===== config.mk =====
export PLATFORM = sky130hd
export DESIGN_NAME = axi4lite_master_for_pix28_fw
export DESIGN_NICKNAME = d
export VERILOG_FILES = /design/src/rtl/pix28_axi_pkg.sv /design/src/rtl/axi4lite_master_for_pix28_fw.sv
export SDC_FILE = /design/constraint.sdc
export NUM_CORES = 1
export LEC_CHECK = 0
export BUFFER_PORTS_ARGS = -buffer_cell sky130_fd_sc_hd__buf_2
export CORE_ASPECT_RATIO = 1.25
export CORE_MARGIN = 8
export CORE_UTILIZATION = 42
export CTS_CLUSTER_SIZE = 24
export DETAILED_ROUTE_END_ITERATION = 7
export GPL_TIMING_DRIVEN = 0
export PLACE_DENSITY = 0.85
export SLEW_MARGIN = 20
export SYNTH_ARGS = -nofsm -noshare
export SYNTH_HDL_FRONTEND = slang
export SYNTH_SLANG_ARGS = --single-unit

===== constraint.sdc =====
create_clock -name S_AXI_ACLK -period 1.7 [get_ports S_AXI_ACLK]
set_input_delay 0.085 -clock S_AXI_ACLK [delete_from_list [all_inputs] [get_ports S_AXI_ACLK]]
set_output_delay 0.085 -clock S_AXI_ACLK [all_outputs]
set_load 0.01 [all_outputs]

===== src/rtl/pix28_axi_pkg.sv =====
// Shared types and constants for the pix28 AXI4-Lite register initiator.
// Holds the master FSM state encoding, AXI response codes and default widths.
package pix28_axi_pkg;

  localparam int AXI_DATA_W  = 32;
  localparam int AXI_ADDR_W  = 11;
  localparam int TIMEOUT_DEF = 1024;

  localparam logic [1:0] AXI_RESP_OKAY   = 2'b00;
  localparam logic [1:0] AXI_RESP_EXOKAY = 2'b01;
  localparam logic [1:0] AXI_RESP_SLVERR = 2'b10;
  localparam logic [1:0] AXI_RESP_DECERR = 2'b11;

  typedef enum logic [2:0] {
    IDLE,
    WR_REQ,
    WR_RESP,
    RD_REQ,
    RD_RESP,
    RSP
  } axi_mst_state_t;

endpackage


===== src/rtl/axi4lite_master_for_pix28_fw.sv =====
// Single-outstanding AXI4-Lite initiator toward the pix28 register slave.
// Turns one register command into one AXI transaction, with timeout abort.
module axi4lite_master_for_pix28_fw
  import pix28_axi_pkg::*;
#(
  parameter int C_S_AXI_DATA_WIDTH = AXI_DATA_W,
  parameter int C_S_AXI_ADDR_WIDTH = AXI_ADDR_W,
  parameter int C_TIMEOUT_CYCLES   = TIMEOUT_DEF
) (
  input  logic                            S_AXI_ACLK,
  input  logic                            S_AXI_ARESET,
  input  logic                            cmd_valid,
  output logic                            cmd_ready,
  input  logic                            cmd_write,
  input  logic [C_S_AXI_ADDR_WIDTH-1:0]   cmd_addr,
  input  logic [C_S_AXI_DATA_WIDTH-1:0]   cmd_wdata,
  input  logic [C_S_AXI_DATA_WIDTH/8-1:0] cmd_wstrb,
  output logic                            rsp_valid,
  input  logic                            rsp_ready,
  output logic [C_S_AXI_DATA_WIDTH-1:0]   rsp_rdata,
  output logic [1:0]                      rsp_resp,
  output logic                            rsp_timeout,
  output logic [C_S_AXI_ADDR_WIDTH-1:0]   M_AXI_AWADDR,
  output logic [2:0]                      M_AXI_AWPROT,
  output logic                            M_AXI_AWVALID,
  input  logic                            M_AXI_AWREADY,
  output logic [C_S_AXI_DATA_WIDTH-1:0]   M_AXI_WDATA,
  output logic [C_S_AXI_DATA_WIDTH/8-1:0] M_AXI_WSTRB,
  output logic                            M_AXI_WVALID,
  input  logic                            M_AXI_WREADY,
  input  logic [1:0]                      M_AXI_BRESP,
  input  logic                            M_AXI_BVALID,
  output logic                            M_AXI_BREADY,
  output logic [C_S_AXI_ADDR_WIDTH-1:0]   M_AXI_ARADDR,
  output logic [2:0]                      M_AXI_ARPROT,
  output logic                            M_AXI_ARVALID,
  input  logic                            M_AXI_ARREADY,
  input  logic [C_S_AXI_DATA_WIDTH-1:0]   M_AXI_RDATA,
  input  logic [1:0]                      M_AXI_RRESP,
  input  logic                            M_AXI_RVALID,
  output logic                            M_AXI_RREADY
);

  localparam int DW = C_S_AXI_DATA_WIDTH;
  localparam int SW = C_S_AXI_DATA_WIDTH / 8;
  localparam int AW = C_S_AXI_ADDR_WIDTH;
  localparam bit TO_EN = C_TIMEOUT_CYCLES > 0;
  localparam int TW = TO_EN ? $clog2(C_TIMEOUT_CYCLES + 1) : 1;
  localparam logic [TW-1:0] TLIM = TW'(C_TIMEOUT_CYCLES);

  axi_mst_state_t state, state_n;

  logic          aw_done, aw_done_n;
  logic          w_done, w_done_n;
  logic [TW-1:0] timer, timer_n, tick;
  logic          expire, fire_to;

  logic          cmd_ready_n;
  logic          rsp_valid_n, rsp_timeout_n;
  logic [DW-1:0] rsp_rdata_n;
  logic [1:0]    rsp_resp_n;
  logic [AW-1:0] awaddr_n, araddr_n;
  logic [DW-1:0] wdata_n;
  logic [SW-1:0] wstrb_n;
  logic          awvalid_n, wvalid_n, bready_n;
  logic          arvalid_n, rready_n;

  assign M_AXI_AWPROT = 3'b000;
  assign M_AXI_ARPROT = 3'b000;

  // tick is the cycle count including the current one
  assign tick   = timer + 1'b1;
  assign expire = TO_EN && (tick == TLIM);

  always_comb begin
    state_n       = state;
    aw_done_n     = aw_done;
    w_done_n      = w_done;
    timer_n       = tick;
    fire_to       = 1'b0;
    cmd_ready_n   = 1'b0;
    rsp_valid_n   = rsp_valid;
    rsp_timeout_n = rsp_timeout;
    rsp_rdata_n   = rsp_rdata;
    rsp_resp_n    = rsp_resp;
    awaddr_n      = M_AXI_AWADDR;
    araddr_n      = M_AXI_ARADDR;
    wdata_n       = M_AXI_WDATA;
    wstrb_n       = M_AXI_WSTRB;
    awvalid_n     = M_AXI_AWVALID;
    wvalid_n      = M_AXI_WVALID;
    bready_n      = M_AXI_BREADY;
    arvalid_n     = M_AXI_ARVALID;
    rready_n      = M_AXI_RREADY;

    unique case (state)
      IDLE: begin
        timer_n     = '0;
        cmd_ready_n = 1'b1;
        if (cmd_valid && cmd_ready) begin
          cmd_ready_n = 1'b0;
          if (cmd_write) begin
            awaddr_n  = cmd_addr;
            wdata_n   = cmd_wdata;
            wstrb_n   = cmd_wstrb;
            awvalid_n = 1'b1;
            wvalid_n  = 1'b1;
            aw_done_n = 1'b0;
            w_done_n  = 1'b0;
            state_n   = WR_REQ;
          end else begin
            araddr_n  = cmd_addr;
            arvalid_n = 1'b1;
            state_n   = RD_REQ;
          end
        end
      end
      WR_REQ: begin
        aw_done_n = aw_done | (M_AXI_AWVALID & M_AXI_AWREADY);
        w_done_n  = w_done | (M_AXI_WVALID & M_AXI_WREADY);
        awvalid_n = ~aw_done_n;
        wvalid_n  = ~w_done_n;
        if (aw_done_n && w_done_n) begin
          bready_n = 1'b1;
          state_n  = WR_RESP;
        end else if (expire) begin
          fire_to = 1'b1;
        end
      end
      WR_RESP: begin
        if (M_AXI_BVALID && M_AXI_BREADY) begin
          bready_n      = 1'b0;
          rsp_resp_n    = M_AXI_BRESP;
          rsp_rdata_n   = '0;
          rsp_timeout_n = 1'b0;
          rsp_valid_n   = 1'b1;
          state_n       = RSP;
        end else if (expire) begin
          fire_to = 1'b1;
        end
      end
      RD_REQ: begin
        if (M_AXI_ARVALID && M_AXI_ARREADY) begin
          arvalid_n = 1'b0;
          rready_n  = 1'b1;
          state_n   = RD_RESP;
        end else if (expire) begin
          fire_to = 1'b1;
        end
      end
      RD_RESP: begin
        if (M_AXI_RVALID && M_AXI_RREADY) begin
          rready_n      = 1'b0;
          rsp_resp_n    = M_AXI_RRESP;
          rsp_rdata_n   = M_AXI_RDATA;
          rsp_timeout_n = 1'b0;
          rsp_valid_n   = 1'b1;
          state_n       = RSP;
        end else if (expire) begin
          fire_to = 1'b1;
        end
      end
      RSP: begin
        timer_n = '0;
        if (rsp_ready) begin
          rsp_valid_n = 1'b0;
          cmd_ready_n = 1'b1;
          state_n     = IDLE;
        end
      end
      default: state_n = IDLE;
    endcase

    // a completed handshake has already claimed the cycle above
    if (fire_to) begin
      awvalid_n     = 1'b0;
      wvalid_n      = 1'b0;
      bready_n      = 1'b0;
      arvalid_n     = 1'b0;
      rready_n      = 1'b0;
      rsp_resp_n    = AXI_RESP_SLVERR;
      rsp_rdata_n   = '0;
      rsp_timeout_n = 1'b1;
      rsp_valid_n   = 1'b1;
      state_n       = RSP;
    end
  end

  always_ff @(posedge S_AXI_ACLK) begin
    if (S_AXI_ARESET) begin
      state         <= IDLE;
      aw_done       <= 1'b0;
      w_done        <= 1'b0;
      timer         <= '0;
      cmd_ready     <= 1'b0;
      rsp_valid     <= 1'b0;
      rsp_timeout   <= 1'b0;
      rsp_rdata     <= '0;
      rsp_resp      <= '0;
      M_AXI_AWADDR  <= '0;
      M_AXI_ARADDR  <= '0;
      M_AXI_WDATA   <= '0;
      M_AXI_WSTRB   <= '0;
      M_AXI_AWVALID <= 1'b0;
      M_AXI_WVALID  <= 1'b0;
      M_AXI_BREADY  <= 1'b0;
      M_AXI_ARVALID <= 1'b0;
      M_AXI_RREADY  <= 1'b0;
    end else begin
      state         <= state_n;
      aw_done       <= aw_done_n;
      w_done        <= w_done_n;
      timer         <= timer_n;
      cmd_ready     <= cmd_ready_n;
      rsp_valid     <= rsp_valid_n;
      rsp_timeout   <= rsp_timeout_n;
      rsp_rdata     <= rsp_rdata_n;
      rsp_resp      <= rsp_resp_n;
      M_AXI_AWADDR  <= awaddr_n;
      M_AXI_ARADDR  <= araddr_n;
      M_AXI_WDATA   <= wdata_n;
      M_AXI_WSTRB   <= wstrb_n;
      M_AXI_AWVALID <= awvalid_n;
      M_AXI_WVALID  <= wvalid_n;
      M_AXI_BREADY  <= bready_n;
      M_AXI_ARVALID <= arvalid_n;
      M_AXI_RREADY  <= rready_n;
    end
  end

endmodule


Word-level counts from Yosys, hierarchy flattened --
Index checks and enable logic that the tools add are counted.
Word-level totals: input port bits 93, flip-flop bits (word level) 116, logic and storage cells 124
Operators by class: equal/unequal tests 20, reduce and logical (&&, ||, !) cells 26, mux-type cells 50, add/subtract/negate cells 1, bitwise gates (word level) 7
Operators with widths (count):
- two-way mux 32 bit | 2
- one-hot mux 32 bit (2 select lines) | 1
- two-way mux 1 bit | 23
- two-way mux 3 bit | 7
- AND reduction 3 bit | 7
- inequality test 3 bit (second input constant) | 6
- one-hot mux 1 bit (2 select lines) | 9
- one-hot mux 3 bit (6 select lines) | 1
- inequality test 2 bit (second input constant) | 8
- AND reduction 6 bit | 2
- adder 11 x 1 -> 11 bit (second input constant) | 1
- == test 11 bit (second input constant) | 1
- nonzero test 2 bit | 5
- two-way mux 2 bit | 4
- AND reduction 4 bit | 2
- == test 3 x 2 -> 1 bit (second input constant) | 2
- == test 3 bit (second input constant) | 2
- logical AND 1 bit | 5
- one-hot mux 1 bit (4 select lines) | 1
- one-hot mux 2 bit (2 select lines) | 1
- nonzero test 4 bit | 1
- == test 3 x 1 -> 1 bit (second input constant) | 1
- zero test 3 bit | 1
- NOT 1 bit | 3
- other kinds (6) | 8

Longest topological paths before layout --
Gate-level depths: netlist of run 1.
depth after elaboration 7, mapped depth 9, mapped depth without buffers 6

Worst setup path after synthesis of run 1 --
Ideal clock, no wire load.
kind reg-to-reg, start point register timer[0], end point register state[1], arrival 1.834 ns, cell stages (with the launch flop) 10, library setup time 0.065 ns, path slack -0.200 ns, data required time 1.635 ns, period minus slack after synthesis 1.900 ns, path through dfxtp_1 > ha_1 > and3_1 > buf_2 > and2_1 > a31o_2 > a41o_1 > buf_6 > buf_6 > nor2_1
On the way: cells in the longest elaborated chain, start to end 6, elaborated cells between the ends (all ways) 9, classes of those cells 1 x add/sub; 1 x eq/ne; 6 x mux; 1 x reduce/logical
RTL lines:
- start, declared | line axi4lite_master_for_pix28_fw.sv:55 | logic [TW-1:0] timer, timer_n, tick;
- start signal, assigned | line axi4lite_master_for_pix28_fw.sv:213 | timer <= timer_n;
- adder 11 x 1 -> 11 bit (*) | line axi4lite_master_for_pix28_fw.sv:72 | assign tick = timer + 1'b1;
- == test 11 bit (*) | line axi4lite_master_for_pix28_fw.sv:73 | assign expire = TO_EN && (tick == TLIM);
- two-way mux 1 bit (*)
- two-way mux 1 bit (on tied branches)
- one-hot mux 1 bit (4 select lines) (*) | line axi4lite_master_for_pix28_fw.sv:96 | unique case (state)
- OR reduction 2 bit (no source line) (*)
- end signal, assigned | line axi4lite_master_for_pix28_fw.sv:210 | state <= state_n;
- end, declared | line axi4lite_master_for_pix28_fw.sv:51 | axi_mst_state_t state, state_n;
Mark *: on every way between the ends. The rest lies on a longest branch, timed or not. A chain may end at the register's enable or synchronous reset.

Final worst setup path of run 1 --
start point register state[2], end point register M_AXI_BREADY
On the way: cells in the longest elaborated chain, start to end 3, elaborated cells between the ends (all ways) 11, classes of those cells 6 x eq/ne; 2 x mux; 3 x reduce/logical
RTL lines:
- == test 3 bit (tied with other cells) | line axi4lite_master_for_pix28_fw.sv:96
- one-hot mux 1 bit (4 select lines) (tied with other cells) | line axi4lite_master_for_pix28_fw.sv:96
- OR reduction 2 bit (no source line) or AND reduction 3 bit (tied branches)
- end signal, assigned | line axi4lite_master_for_pix28_fw.sv:225 | M_AXI_BREADY <= bready_n;
- end, declared | line axi4lite_master_for_pix28_fw.sv:33 | output logic M_AXI_BREADY,
Parallel ways exist; a longest one is shown, timed or not.

==> flow_metrics.env, run 1 <==
export IMPL_final_common_cell="buf_2"
export IMPL_dieHeight_um=131.4
export IMPL_startpoint_type="flip-flop"
export IMPL_avgSynthCellArea_sq_um=8.557
export IMPL_status="finished with violations"
export IMPL_violations="setup timing"
export IMPL_globalplace_congestion=0.8121
export IMPL_dp_hpwl_um=10340
export IMPL_cts_buffer_depth=2
export IMPL_num_rows=42
export IMPL_path_clk_slew_ps=50
export IMPL_hold_depth=3
export IMPL_synth_compound_area_frac=0.1630
export IMPL_drtIter0Drc=305
export IMPL_switchingPower_mw=2.235
export IMPL_tns_ps=-7529
export IMPL_rrSetupSlack_ps=-200
export IMPL_clock_power_share=0.385
export IMPL_min_to="cmd_ready"
export IMPL_async_flop_share=0
export IMPL_dieArea_sq_mm=0.01424
export IMPL_slowest_stage="or3b_4"
export IMPL_syn_to_final_growth_pct=70.03
export IMPL_min_period_ps=1898
export IMPL_grt_max_degree=17
export IMPL_final_cells=982
export IMPL_rsz0062_at_grt="true"
export IMPL_synthCells=523
export IMPL_synth_edf_count=0
export IMPL_grt_antenna_before_repair=4
export IMPL_clk_latency_ps=400
export IMPL_leakage_nw=3.289
export IMPL_drc=0
export IMPL_timing_rr_end="M_AXI_BREADY"
export IMPL_synth_area_sq_mm=0.004476
export IMPL_synth_top_family_by_area="simple AND/OR/NAND/NOR gates"
export IMPL_tightest_slew_ps=599.3
export IMPL_io_buffers=192
export IMPL_synth_yosys_seq_area_share=0.5189
export IMPL_grt_usage=0.2222
export IMPL_synth_cell_type_count=49
export IMPL_r2r_start="state[2]"
export IMPL_setup_viol=43
export IMPL_holdCritStartpoint="rsp_ready"
export IMPL_max_stage_delay_ps=450
export IMPL_nets=932
export IMPL_p_int_mw=5.533
export IMPL_fin_crit_sh=1.116
export IMPL_critPathRequiredTime_ps=1990
export IMPL_muxShareOfSynthArea=0.02907
export IMPL_cts_htree_levels=4
export IMPL_hold_violations=0
export IMPL_ctsRootBufferMaster="clkbuf_16"
export IMPL_grt_pass1_wl_um=25080
export IMPL_cts_tree="built"
export IMPL_cts_sinks=116
export IMPL_clock_skew_ps=8.176
export IMPL_power_frac_seq=0.394
export IMPL_drv_slew=0
export IMPL_grt_pass1_vias=5094
export IMPL_crit_chain="or3b_4, a21oi_2, or3_4, a41o_1, buf_6, clkbuf_16, nor2_1"
export IMPL_yosysWarnings=0
export IMPL_cts_buffers=17
export IMPL_post_route_util=0.7240
export IMPL_drt_first_pass_iters=5
export IMPL_core_sq_mm=0.01051
export IMPL_wirelength_um=16870
export IMPL_critPathKind="reg -> reg"
export IMPL_drive_gt1_frac=0.4125
export IMPL_dp_cells=852
export IMPL_combPwrFrac=0.222
export IMPL_drv_cap=0
export IMPL_ys_flop_type="dfxtp_1"
export IMPL_final_cell_mix="198 x buf_2, 107 x dfxtp_1, 100 x nand2_1, 81 x dlygate4sd3_1, 52 x nor2_1"
export IMPL_hp_class="in -> reg"
export IMPL_arrival_ps=2190
export IMPL_synth_xor_area_share=0.02348
export IMPL_synth_seq_cells=116
export IMPL_ant_nets=0
export IMPL_initial_core_util=0.4258
export IMPL_num_vias=5029
export IMPL_via_per_inst=5.121
export IMPL_end_kind="flip-flop"
export IMPL_overflow=0
export IMPL_setup_slack_ps=-197.9
export IMPL_num_io_pins=199
export IMPL_synth_adder_area_share=0.005591
export IMPL_cp_max_fo=7
export IMPL_die_x_um=108.3
export IMPL_r2r_cells=7
export IMPL_fmax_ghz=0.5269
export IMPL_p_sw_frac=0.2878
export IMPL_peakVddDrop_mv=0.7096
export IMPL_synthSimpleGateAreaFrac=0.2049
export IMPL_wl_per_cell_um=17.18
export IMPL_slew_headroom=0.6005
export IMPL_power_density_mw_per_mm2=1021
==> layout make-up <==
type | instances | area, sq um
clock inverter | 11 | 68.82
buffer | 43 | 342.8
fill | 725 | 2900
sequential | 116 | 2341
inverter | 3 | 11.26
tap | 132 | 165.2
timing repair buffer | 292 | 1976
multi-input combinational | 364 | 2270
antenna | 4 | 10.01
clock buffer | 17 | 425.4
==> metal layers <==
layer / part of all wire / GRT usage
met3: 0.093 / 0.07828
met1: 0.36 / 0.2126
met5: 0 / 0
met2: 0.52 / 0.4024
met4: 0.028 / 0.1121
==> Yosys cell counts (2+ instances only) <==
cell type / n / share of area
a211o_1: 2 / 0.0039
a211oi_1: 3 / 0.0050
a21oi_1: 61 / 0.068
a22oi_1: 32 / 0.054
a31o_2: 2 / 0.0039
a31oi_1: 3 / 0.0042
and2_1: 2 / 0.0028
and4_1: 2 / 0.0039
buf_2: 13 / 0.015
buf_4: 6 / 0.010
buf_6: 3 / 0.0075
clkbuf_1: 21 / 0.018
dfxtp_1: 116 / 0.52
ha_1: 2 / 0.0056
inv_1: 3 / 0.0025
mux2i_1: 13 / 0.029
nand2_1: 104 / 0.087
nand2b_1: 2 / 0.0028
nand3_1: 8 / 0.0089
nand4_1: 5 / 0.0070
nand4b_1: 2 / 0.0039
nor2_1: 69 / 0.058
nor2b_1: 2 / 0.0028
nor3_1: 5 / 0.0056
nor4_1: 2 / 0.0028
nor4_2: 2 / 0.0056
o21a_1: 2 / 0.0034
o21ai_0: 5 / 0.0056
xnor2_1: 4 / 0.0078
xor2_1: 8 / 0.016
==> repair_timing <==
item	CTS	global route
resized for setup	76	62
endpoints found under the setup margin	102	98
hold endpoints to repair	92	0
hold buffers	81	0
buffers inserted	14	2
cloned	2	1
pin swaps	11	18
==> how the worst max path moves through the flow <==
stage	from	to	depth (start not counted)
after detailed placement	state[0]	M_AXI_WDATA[21]	8
final	state[2]	M_AXI_BREADY	7
after CTS	timer[4]	rsp_rdata[24]	8
after global routing	state[2]	rsp_rdata[13]	5
after floorplan	timer[0]	rsp_rdata[10]	9
after global placement	state[0]	M_AXI_WDATA[21]	8
==> sequential cells by signal, indices dropped and copies added, names as in the netlist, 2 cells and up <==
name / flops
M_AXI_ARADDR: 11
state: 3
rsp_rdata: 32
timer: 11
M_AXI_WDATA: 32
M_AXI_WSTRB: 4
rsp_resp: 2
M_AXI_AWADDR: 11
==> critical path: cells and delay by family (launching register included) <==
family	cells	cell delay, ps
AOI/OAI and AO/OA	2	420
and+or+nand+nor	3	650
DFF	1	400
buffers and inverters	2	300
==> power by group through the flow <==
| stage | logic (mW) | registers, mW | clock network, mW |
|---|---|---|---|
| floorplan | 0.688 | 3.14 | 0 |
| global placement | 1.20 | 3.08 | 0 |
| detailed placement | 1.22 | 3.09 | 0 |
| CTS | 1.60 | 3.05 | 3.03 |
| global route | 1.86 | 3.08 | 3.17 |
| finish | 1.72 | 3.06 | 2.99 |
==> through the flow <==
stage	area (sq um)	total power [mW]	hold slack (ps)	setup slack, ps
4_1_cts	7351	7.671	5.406	-136.7
3_5_place_dp	5662	4.309	331.1	-485.0
6_report	7610	7.768	16.69	-197.9
2_1_floorplan	4536	3.826	221.0	-74.81
5_1_grt	7610	8.111	25.11	-272.1
3_3_place_gp	5662	4.281	325.0	-480.5
==> kinds of logic after synthesis <==
group | count (synthesis)
flip-flops | 116
adder cells (fa/ha/maj) | 2
AO/OA/AOI/OAI | 118
buffers and inverters | 48
XOR/XNOR | 12
multiplexers | 13
other | 1
AND/OR/NAND/NOR | 213
No activity file was read; power rests on OpenSTA's default activity.
==> run 2: changes to the inputs <==
Settings changed: CORE_UTILIZATION 42 to 45, PLACE_DENSITY 0.85 to 0.87, SKIP_LAST_GASP from default to 1.
Clock period 1.7 ns to 1.8 ns, I/O delays scaled along.
==> flow_metrics.env, run 2 (synthesized netlist as in run 1, its figures left out) <==
export IMPL_clk_latency_ps=410
export IMPL_hold_violations=0
export IMPL_grt_max_degree=17
export IMPL_rrSetupSlack_ps=-140
export IMPL_dp_hpwl_um=10860
export IMPL_rsz0062_at_grt="true"
export IMPL_nets=936
export IMPL_leakage_nw=3.335
export IMPL_drtIter0Drc=353
export IMPL_final_common_cell="buf_2"
export IMPL_drc=0
export IMPL_timing_rr_end="rsp_rdata[0]"
export IMPL_cts_htree_levels=4
export IMPL_dpl_cell_area_sq_mm=0.005650
export IMPL_power_mw=7.888
export IMPL_final_cell_mix="198 x buf_2, 105 x dfxtp_1, 103 x nand2_1, 80 x dlygate4sd3_1, 54 x a21oi_1"
export IMPL_holdCritStartpoint="M_AXI_RDATA[19]"
export IMPL_drt_first_pass_iters=6
export IMPL_cts_tree="built"
export IMPL_final_cells=981
export IMPL_initial_core_util=0.4633
export IMPL_dieHeight_um=127.5
export IMPL_drive_gt1_frac=0.4113
export IMPL_hp_class="in -> reg"
export IMPL_end_kind="flip-flop"
export IMPL_tns_ps=-4416
export IMPL_min_period_ps=1943
export IMPL_die_x_um=105.2
export IMPL_grt_pass1_wl_um=28430
export IMPL_hold_depth=3
export IMPL_core_sq_mm=0.009659
export IMPL_power_density_mw_per_mm2=1016
export IMPL_wirelength_um=19420
export IMPL_reg_largest_list="M_AXI_WDATA (32), rsp_rdata (32)"
export IMPL_overflow=0
export IMPL_num_vias=5359
export IMPL_cts_sinks=116
export IMPL_critPathRequiredTime_ps=2090
export IMPL_setup_viol=42
export IMPL_cts_buffer_depth=2
export IMPL_num_rows=40
export IMPL_clock_skew_ps=5.196
export IMPL_startpoint_type="flip-flop"
export IMPL_r2r_start="state[1]"
export IMPL_fin_crit_sh=1.079
export IMPL_grt_usage=0.2663
export IMPL_r2r_cells=7
export IMPL_cts_buffers=17
export IMPL_slew_headroom=0.5968
export IMPL_setup_slack_ps=-143.0
export IMPL_wl_per_cell_um=19.80
export IMPL_status="finished with violations"
export IMPL_io_buffers=192
export IMPL_finish_instance_area_sq_mm=0.007761
export IMPL_grt_antenna_before_repair=3
export IMPL_dieArea_sq_mm=0.01341
export IMPL_fmax_ghz=0.5147
export IMPL_cp_max_fo=10
export IMPL_place_ws_ps=-312.9
export IMPL_grt_pass1_vias=5637
export IMPL_syn_to_final_growth_pct=73.41
export IMPL_critPathKind="reg -> reg"
export IMPL_via_per_inst=5.463
export IMPL_num_io_pins=199
export IMPL_worst_hold_slack_ps=18.35
export IMPL_dp_cells=846
export IMPL_drv_slew=0
export IMPL_globalplace_congestion=0.8338
export IMPL_post_route_util=0.8035
export IMPL_ctsRootBufferMaster="clkbuf_16"
export IMPL_drv_cap=0
export IMPL_min_to="rsp_rdata[19]"
export IMPL_ant_nets=0
export IMPL_path_clk_slew_ps=50
export IMPL_tightest_slew_ps=604.8
export IMPL_peakVddDrop_mv=0.7880
export IMPL_violations="setup timing"
export IMPL_arrival_ps=2230
run 2: cell count changes in the layout (fill, tap and decap cells not counted), moves of 4 or more:
cell,before,now
clkinvlp_4,4,0
buf_4,19,25
clkbuf_1,7,14
a21oi_2,13,8
nor2_4,8,22
a21oi_1,48,54
nor2_1,52,41
buf_8,7,2
buf_12,1,6
clkbuf_2,9,5
run 2: worst max path at each step:
stage,startpoint,endpoint
2_1_floorplan,timer[0],rsp_rdata[10]
3_5_place_dp,state[0],M_AXI_WDATA[19]
5_1_grt,state[1],rsp_rdata[0]
3_3_place_gp,state[0],M_AXI_WDATA[24]
6_report,state[1],rsp_rdata[0]
4_1_cts,state[0],rsp_rdata[11]
run 2: final cells by class:
class | count | area (sq um)
Antenna cell | 4 | 10.01
Buffer | 42 | 321.6
Clock buffer | 24 | 491.7
Clock inverter | 5 | 75.07
Fill cell | 521 | 1898
Inverter | 3 | 11.26
Multi-Input combinational cell | 364 | 2318
Sequential cell | 116 | 2346
Tap cell | 126 | 157.7
Timing Repair Buffer | 297 | 2029
run 2: critical path, cell delays in order, from the launching register on:
cell and delay [ps]:
dfxtp_2 400, buf_2 250, nand4b_1 130, a21o_1 200
buf_2 190, buf_2 230, a22oi_1 350, nor2_4 70
run 2: what timing repair did:
item	4_1_cts	5_1_grt
hold buffers	80	0
setup buffers	17	5
endpoints found under the hold margin	91	0
gates resized for setup	66	82
gates cloned	1	2
endpoints found under the setup margin	95	84
pin swaps	7	30
run 2: power breakdown:
part           switching, mW  internal (mW)  total (mW)
logic                  0.926          0.804        1.73
clock network           1.10           2.15        3.26
registers              0.147           2.76        2.90
total                   2.18           5.71        7.89
run 2: layer usage:
layer	global-route usage	vias to the layer above	part of all wire
met5	0	-	0
met4	0.2071	0	0.056
met3	0.09608	103	0.077
met2	0.4724	324	0.53
met1	0.2422	2515	0.34
li1	-	2417	-
==> run 3: changes to the inputs <==
Settings changed: REMOVE_ABC_BUFFERS from default to 1.
==> flow_metrics.env, run 3 (synthesized netlist as in run 1, its figures left out) <==
export IMPL_io_buffers=192
export IMPL_dpl_cell_area_sq_mm=0.005460
export IMPL_cts_buffers=17
export IMPL_num_vias=5229
export IMPL_core_sq_mm=0.009659
export IMPL_crit_chain="nand3_2, nor4_4, nor4_4, buf_4, buf_4, a41o_4, nor2_1"
export IMPL_dp_hpwl_um=9438
export IMPL_hp_class="in -> reg"
export IMPL_post_route_util=0.7706
export IMPL_ant_nets=0
export IMPL_drv_slew=0
export IMPL_min_period_ps=1866
export IMPL_cts_htree_levels=4
export IMPL_critPathRequiredTime_ps=2140
export IMPL_final_cell_mix="191 x buf_2, 107 x dfxtp_1, 103 x nand2_1, 81 x dlygate4sd3_1, 62 x nor2_1"
export IMPL_clk_latency_ps=410
export IMPL_tightest_slew_ps=835.6
export IMPL_seq_area_sq_mm=0.002354
export IMPL_drc=0
export IMPL_status="finished with violations"
export IMPL_multi_input_area_sq_mm=0.002237
export IMPL_overflow=0
export IMPL_grt_max_degree=74
export IMPL_ctsRootBufferMaster="clkbuf_16"
export IMPL_end_kind="flip-flop"
export IMPL_holdCritStartpoint="rsp_ready"
export IMPL_setup_slack_ps=-66.50
export IMPL_power_mw=7.968
export IMPL_dieHeight_um=127.5
export IMPL_critPathLaunch="timer[2]"
export IMPL_drt_first_pass_iters=5
export IMPL_grt_pass1_vias=5355
export IMPL_cts_sinks=116
export IMPL_globalplace_congestion=0.7846
export IMPL_wl_per_cell_um=19.42
export IMPL_drive_gt1_frac=0.3662
export IMPL_via_per_inst=5.498
export IMPL_rsz0062_at_grt="true"
export IMPL_hold_violations=0
export IMPL_path_clk_slew_ps=60
export IMPL_violations="setup timing"
export IMPL_clock_skew_ps=11.75
export IMPL_cts_buffer_depth=2
export IMPL_drtIter0Drc=438
export IMPL_slew_headroom=0.4429
export IMPL_leakage_nw=3.254
export IMPL_critPathKind="reg -> reg"
export IMPL_num_io_pins=199
export IMPL_path_buf_inv=2
export IMPL_max_stage_delay_ps=440
export IMPL_syn_to_final_growth_pct=66.31
export IMPL_critPathTopFamily="simple AND/OR/NAND/NOR gates"
export IMPL_grt_pass1_wl_um=27550
export IMPL_setup_viol=26
export IMPL_dieArea_sq_mm=0.01341
export IMPL_fin_crit_sh=1.037
export IMPL_power_density_mw_per_mm2=1070
export IMPL_fillCellCount=570
export IMPL_final_common_cell="buf_2"
export IMPL_num_rows=40
export IMPL_peakVddDrop_mv=0.8240
export IMPL_finish_instance_area_sq_mm=0.007443
export IMPL_cp_max_fo=6
export IMPL_r2r_start="timer[2]"
export IMPL_nets=904
export IMPL_grt_antenna_before_repair=4
export IMPL_arrival_ps=2200
export IMPL_grt_usage=0.2542
export IMPL_fmax_ghz=0.5358
export IMPL_drv_cap=0
export IMPL_reg_largest_list="M_AXI_WDATA (32), rsp_rdata (32)"
export IMPL_startpoint_type="flip-flop"
export IMPL_place_ws_ps=-686.6
export IMPL_cts_tree="built"
export IMPL_slowest_stage="dfxtp_1"
export IMPL_initial_core_util=0.4633
export IMPL_wirelength_um=18470
export IMPL_die_x_um=105.2
[run 3: cell count changes in the layout (fill, tap and decap cells not counted), sizes merged]
cell	before	now
a41o	1	6
clkinv	3	4
buf	239	218
inv	3	4
dlygate4sd3	80	81
clkinvlp	0	3
clkbuf	44	22
dlymetal6s2s	0	1
diode	4	3
bufinv	2	4
[run 3: final cells by class]
| cell class | count | share of cell area |
|---|---|---|
| Timing Repair Buffer | 302 | 0.2755 |
| Inverter | 3 | 0.001513 |
| Tap cell | 126 | 0.02118 |
| Antenna cell | 3 | 0.001009 |
| Multi-Input combinational cell | 369 | 0.3006 |
| Sequential cell | 116 | 0.3162 |
| Clock buffer | 20 | 0.06001 |
| Clock inverter | 12 | 0.02404 |
[run 3: path summary, 6_finish.rpt]
path | slack [ps] | cells past startpoint | endpoint
worst max-delay path | -70 | 7 | rsp_rdata[27]
worst min-delay path | 20 | 3 | cmd_ready
worst max register to register | -70 | 7 | rsp_rdata[27]
worst min register to register | 460 | 2 | w_done
[run 3: worst register-to-register path, cell delays in order (launching register included)]
cell and delay, ps:
dfxtp_1 440, nand3_2 180, nor4_4 410, nor4_4 100
buf_4 170, buf_4 140, a41o_4 240, nor2_1 120
[run 3: report_power, final]
part	total [mW]	internal, mW	leakage (nW)	switching, mW
combinational	1.45	0.625	2.01	0.824
clock	3.57	2.36	0.297	1.21
sequential	2.95	2.76	0.944	0.192
total	7.97	5.74	3.25	2.23
[run 3: per-layer routing]
layer  vias to the layer above  track usage  part of all wire
met5                         -            0           0.00043
met4                         2       0.1263             0.036
met3                        72       0.1112              0.11
met2                       347       0.4275              0.49
met1                      2433       0.2644              0.36
li1                       2375            -                 -
[run 3: what timing repair did]
action / in CTS / in global routing
endpoints found under the setup margin: 102 / 100
resized for setup: 32 / 32
hold buffers: 81 / 0
hold endpoints to repair: 92 / 0
setup buffers: 11 / 13
pin swaps: 7 / 11
gates cloned: 5 / 1
[run 3: per-stage QoR]
step | setup TNS, ps | instances | hold slack [ps]
after global routing | -2953 | 951 | 39.97
after CTS | -0.2496 | 934 | 18.86
after global placement | -97050 | 801 | 329.6
final | -617.4 | 951 | 16.88
after floorplan | -45470 | 483 | 159.1
after detailed placement | -35880 | 805 | 335.8
